<file path="src/rtl/io_panel_pio.sv">
// Front-panel PIO: debounced switches/buttons, LEDs, 7-seg hex, press-edge IRQ.
// Define IO_PANEL_PIO_IRQ_EN to include EDGE capture, IRQ_MASK and irq.
module io_panel_pio_deb #(
  parameter int W        = 1,
  parameter int D        = 1,
  parameter bit SYNC_ONE = 1'b0,
  parameter bit INV      = 1'b0
) (
  input  logic         clk,
  input  logic         rst,
  input  logic [W-1:0] raw,
  output logic [W-1:0] deb,
  output logic [W-1:0] rise
);
  localparam int CW = $clog2(D + 1);
  localparam logic [CW-1:0] LAST = CW'(D - 1);

  logic [W-1:0]  s1, s2, syn;
  logic [CW-1:0] cnt [W];

  assign syn = INV ? ~s2 : s2;

  always_ff @(posedge clk) begin
    if (rst) begin
      s1  <= {W{SYNC_ONE}};
      s2  <= {W{SYNC_ONE}};
      deb <= '0;
      for (int i = 0; i < W; i++) cnt[i] <= '0;
    end else begin
      s1 <= raw;
      s2 <= s1;
      for (int i = 0; i < W; i++) begin
        if (syn[i] == deb[i]) begin
          cnt[i] <= '0;
        end else if (cnt[i] == LAST) begin
          deb[i] <= syn[i];
          cnt[i] <= '0;
        end else begin
          cnt[i] <= cnt[i] + CW'(1);
        end
      end
    end
  end

  // A debounced 0->1 happens exactly when the counter saturates on a 1
  always_comb begin
    rise = '0;
    for (int i = 0; i < W; i++)
      rise[i] = syn[i] & ~deb[i] & (cnt[i] == LAST);
  end
endmodule

module io_panel_pio #(
  parameter int NUM_DIGITS      = 6,
  parameter int NUM_SWITCHES    = 10,
  parameter int NUM_BUTTONS     = 4,
  parameter int NUM_LEDS        = 10,
  parameter int DEBOUNCE_CYCLES = 50000
) (
  input  logic                      clk_clk,
  input  logic                      reset_reset,
  input  logic [2:0]                avs_address,
  input  logic                      avs_read,
  input  logic                      avs_write,
  input  logic [31:0]               avs_writedata,
  output logic [31:0]               avs_readdata,
  output logic                      irq,
  input  logic [NUM_SWITCHES-1:0]   switches_export,
  input  logic [NUM_BUTTONS-1:0]    pushbuttons_export,
  output logic [7*NUM_DIGITS-1:0]   hex_export,
  output logic [NUM_LEDS-1:0]       rled_export
);
  localparam int HW = 4 * NUM_DIGITS;

  logic [HW-1:0]           hex_val;
  logic [NUM_DIGITS-1:0]   hex_blank;
  logic [NUM_SWITCHES-1:0] sw_deb, sw_rise;
  logic [NUM_BUTTONS-1:0]  btn_deb, btn_rise;
  logic [NUM_BUTTONS-1:0]  edge_q, mask_q;
  logic [31:0]             rd;
  logic                    unused_bits;

  assign unused_bits = ^{avs_writedata, sw_rise};

  function automatic logic [6:0] seg7(input logic [3:0] v);
    case (v)
      4'h0: seg7 = 7'h40;
      4'h1: seg7 = 7'h79;
      4'h2: seg7 = 7'h24;
      4'h3: seg7 = 7'h30;
      4'h4: seg7 = 7'h19;
      4'h5: seg7 = 7'h12;
      4'h6: seg7 = 7'h02;
      4'h7: seg7 = 7'h78;
      4'h8: seg7 = 7'h00;
      4'h9: seg7 = 7'h10;
      4'hA: seg7 = 7'h08;
      4'hB: seg7 = 7'h03;
      4'hC: seg7 = 7'h46;
      4'hD: seg7 = 7'h21;
      4'hE: seg7 = 7'h06;
      default: seg7 = 7'h0E;
    endcase
  endfunction

  io_panel_pio_deb #(
    .W(NUM_SWITCHES), .D(DEBOUNCE_CYCLES),
    .SYNC_ONE(1'b0), .INV(1'b0)
  ) u_sw (
    .clk(clk_clk), .rst(reset_reset), .raw(switches_export),
    .deb(sw_deb), .rise(sw_rise)
  );

  // Keys are active-low at the pin; sync stages idle at "released"
  io_panel_pio_deb #(
    .W(NUM_BUTTONS), .D(DEBOUNCE_CYCLES),
    .SYNC_ONE(1'b1), .INV(1'b1)
  ) u_btn (
    .clk(clk_clk), .rst(reset_reset), .raw(pushbuttons_export),
    .deb(btn_deb), .rise(btn_rise)
  );

  always_ff @(posedge clk_clk) begin
    if (reset_reset) begin
      hex_val     <= '0;
      hex_blank   <= '1;
      rled_export <= '0;
      hex_export  <= '1;
    end else begin
      if (avs_write) begin
        case (avs_address)
          3'd0: hex_val     <= avs_writedata[HW-1:0];
          3'd1: hex_blank   <= avs_writedata[NUM_DIGITS-1:0];
          3'd2: rled_export <= avs_writedata[NUM_LEDS-1:0];
          default: ;
        endcase
      end
      for (int k = 0; k < NUM_DIGITS; k++)
        hex_export[7*k +: 7] <= hex_blank[k] ? 7'h7F : seg7(hex_val[4*k +: 4]);
    end
  end

`ifdef IO_PANEL_PIO_IRQ_EN
  logic [NUM_BUTTONS-1:0] clr;

  assign clr = (avs_write && avs_address == 3'd5) ?
               avs_writedata[NUM_BUTTONS-1:0] : '0;

  // Set is OR'd in after the clear so a same-cycle press survives
  always_ff @(posedge clk_clk) begin
    if (reset_reset) begin
      edge_q <= '0;
      mask_q <= '0;
      irq    <= 1'b0;
    end else begin
      edge_q <= (edge_q & ~clr) | btn_rise;
      if (avs_write && avs_address == 3'd6)
        mask_q <= avs_writedata[NUM_BUTTONS-1:0];
      irq <= |(edge_q & mask_q);
    end
  end
`else
  logic unused_rise;

  assign unused_rise = |btn_rise;
  assign edge_q = '0;
  assign mask_q = '0;
  assign irq    = 1'b0;
`endif

  always_comb begin
    rd = '0;
    case (avs_address)
      3'd0: rd = 32'(hex_val);
      3'd1: rd = 32'(hex_blank);
      3'd2: rd = 32'(rled_export);
      3'd3: rd = 32'(sw_deb);
      3'd4: rd = 32'(btn_deb);
      3'd5: rd = 32'(edge_q);
      3'd6: rd = 32'(mask_q);
      default: rd = '0;
    endcase
  end

  always_ff @(posedge clk_clk) begin
    if (reset_reset) avs_readdata <= '0;
    else if (avs_read) avs_readdata <= rd;
  end
endmodule

</file>
<file path="config.mk">
export PLATFORM = sky130hd
export DESIGN_NAME = io_panel_pio
export DESIGN_NICKNAME = d
export VERILOG_FILES = /design/src/rtl/io_panel_pio.sv
export SDC_FILE = /design/constraint.sdc
export NUM_CORES = 1
export LEC_CHECK = 0
export ABC_CLOCK_PERIOD_IN_PS = 2200
export CAP_MARGIN = 15
export CORE_ASPECT_RATIO = 0.8
export CORE_MARGIN = 3
export CORE_UTILIZATION = 47
export DETAILED_ROUTE_END_ITERATION = 8
export MAX_ROUTING_LAYER = met4
export PLACE_DENSITY = 0.69
export SLEW_MARGIN = 20
export SYNTH_ARGS = -nofsm -noshare
export SYNTH_HDL_FRONTEND = slang
export SYNTH_HIERARCHICAL = 1
export SYNTH_SLANG_ARGS = --single-unit
</file>
<file path="constraint.sdc">
create_clock -name clk_clk -period 2.2 [get_ports clk_clk]
set_clock_uncertainty 0.2 [all_clocks]
set_input_delay 0.44 -clock clk_clk [delete_from_list [all_inputs] [get_ports clk_clk]]
set_output_delay 0.44 -clock clk_clk [all_outputs]
set_load 0.02 [all_outputs]
</file>
==> impl_metrics.py <==
metrics = {
    "floorplanning": {
        "placementRows": 65,
        "die_area_mm2": 0.0427,
        "io_pins": 138,
        "coreArea_mm2": 0.0396,
        "start_util_pct": 47.8,
        "die_w_um": 230,
        "die_height_um": 185,
    },
    "place": {
        "dp_cells": 2850,
        "dpl.hpwl_um": 30700,
        "place.port_buffers": 120,
        "place_area_mm2": 0.0227,
        "gp_congestion": 0.865,
    },
    "clocking": {
        "cts_buffer_depth": 3,
        "htreeDepth": 2,
        "cts.clk_slew.worst_paths_ns": 0.06,
        "cts_tree": "done",
        "clk_latency_ns": 0.56,
        "holdBufCountCts": 0,
        "cts_sinks": 372,
        "cts_root_buf": "clkbuf_16",
        "cts_buffers": 41,
    },
    "logic_synthesis": {
        "avgSynthCellArea_um2": 10.1,
        "syn_area_mm2": 0.0189,
        "synthCells": 1881,
        "yosys_warnings": 6,
    },
    "power": {
        "ir_drop_v": 0.000569,
        "cellPowerDensity_mw_per_mm2": 650,
        "p_leak_nw": 8.98,
        "power.total_w": 0.0157,
    },
    "job": {
        "maxCapViolCount": 0,
    },
    "critical_path": {
        "crit_path_end_kind": "register",
        "slowest_delay_ns": 0.53,
        "critPathRequiredTime_ns": 2.47,
        "rrSetupSlack_ns": -0.07,
        "critical_path_arrival_ns": 2.54,
        "crit_path_frequent_cell": "or4_4",
        "cp_max_fo": 3,
        "critical-path-slowest-cell": "or4_4",
        "crit_chain": "or4_4, or4_4, or4b_4, a21oi_2",
        "start_kind": "register",
        "crit_type": "reg -> reg",
    },
    "routing": {
        "drcViolationCount": 0,
        "drt_first_iter_violations": 913,
        "ant_nets": 0,
        "vias_per_cell": 5.02,
        "wire_per_inst_um": 14.3,
        "dr.pass1.iters": 5,
        "routed_wl_um": 41800,
        "dr_total_vias": 14694,
    },
    "layout": {
        "area_growth_pct": 27.8,
        "final_nets": 2477,
        "final_util_pct": 61.0,
        "fill_cells": 3395,
        "final_cells": 2929,
        "final_cell_area_mm2": 0.0242,
        "drive_above_1_share_pct": 12.5,
        "num_antenna_cells": 0,
    },
    "sta": {
        "maxSlewHeadroom_pct": 60.7,
        "rsz0062_at_grt": "true",
        "fin_crit_sh_pct": 103,
        "fin_ws_ns": -0.0718,
        "timing_hold_violations_final": 0,
        "period_minus_slack_ns": 2.27,
        "max_clock_freq_mhz": 440,
        "tightest_slew_ns": 0.582,
        "setup_violations": 17,
        "slew_viol_final": 0,
    },
    "status": {
        "status": "finished with violations",
        "violations": "negative setup slack",
    },
    "grt": {
        "grtUsageTotal_pct": 19.9,
        "grt_max_degree": 51,
        "grt_overflow": 0,
        "antenna_found_initial": 0,
        "grt_pass1_vias": 14123,
        "grt_pass1_wl_um": 68400,
    },
    "worst_hold_path": {
        "hold_path_class": "in -> reg",
    },
}
## final timing paths
| kind | startpoint | end | depth (start not counted) |
|---|---|---|---|
| max reg2reg | u_sw/cnt[0][4] | u_sw/deb[0] | 4 |
| max | u_sw/cnt[0][4] | u_sw/deb[0] | 4 |
| min | reset_reset | avs_readdata[5] | 2 |
| min reg2reg | u_btn/s1[3] | u_btn/s2[3] | 1 |
## sequential cells by signal (all words and copies together), names as in the netlist, 10 cells and up
| signal | count |
|---|---|
| u_btn/cnt | 64 |
| hex_val | 24 |
| u_sw/deb | 10 |
| avs_readdata | 24 |
| rled_export | 10 |
| u_sw/s1 | 10 |
| u_sw/cnt | 160 |
| u_sw/s2 | 10 |
| hex_export | 42 |
## cells in the final DEF (no fill, tap or decap), types with 10 or more instances in the layout
master           count
xnor2_1            151
nand2b_1            16
clkbuf_1            10
a21oi_1             66
nor2_1             268
clkdlybuf4s50_1     97
conb_1             233
o311ai_0            10
edfxtp_1           224
or4_1               10
buf_12              16
nand3_1             85
o211ai_1            27
or4bb_1             14
clkbuf_16           46
nor4_1              46
dfxtp_1            148
dlygate4sd2_1       21
o21ai_0             34
nand2_1            140
nand4_1             48
nor3_1              46
xor2_1              34
buf_4              150
nor2_2              10
or3_1               25
or2_2               12
nor2b_1             44
inv_1              109
mux2i_1             16
ha_1                62
clkinv_2            11
## metal layers
layer  GRT usage (%)  up-vias  wire, µm
met3            3.40       73      2110
met2            32.1      314     19200
met5               -        -         0
met1            25.5     6933     19200
li1                -     7374         -
met4            6.88        0      1230
## critical path: cells and delay by family (launching register included)
family / cells / cell delay [ns]
AOI/OAI and AO/OA: 1 / 0.12
DFF: 1 / 0.39
and+or+nand+nor: 3 / 1.49
## power breakdown
group	switching, W	internal, W	total (W)
logic	0.000582	0.000492	0.00107
clock network	0.00282	0.00399	0.00682
registers	0.000199	0.00762	0.00782
total	0.00360	0.0121	0.0157
## layout make-up
type / count / area, µm² / share of cell area [%]
clock inverter: 18 / 130 / 0.538
clock buffer: 58 / 1220 / 5.03
timing repair buffer: 287 / 2640 / 10.9
tap: 536 / 671 / 2.77
sequential: 372 / 9690 / 40.1
multi-input combinational: 1548 / 9420 / 39.0
inverter: 110 / 413 / 1.71
## per-stage QoR
stage | setup WS [ns] | hold WS, ns | TNS [ns]
3_3_place_gp | -0.0295 | 0.192 | -0.0295
4_1_cts | -0.0640 | 0.131 | -0.291
5_1_grt | -0.119 | 0.189 | -3.23
3_5_place_dp | -0.0523 | 0.195 | -0.202
6_report | -0.0718 | 0.152 | -0.868
2_1_floorplan | -0.0156 | 0.189 | -0.0564
## timing repair
action                                  4_1_cts  5_1_grt
pin swaps                                     4        6
buffers inserted                              0        3
resized for setup                            31       22
hold endpoints to repair                      0        0
endpoints found under the setup margin       51      161
Power figures use the tool's default switching activity.
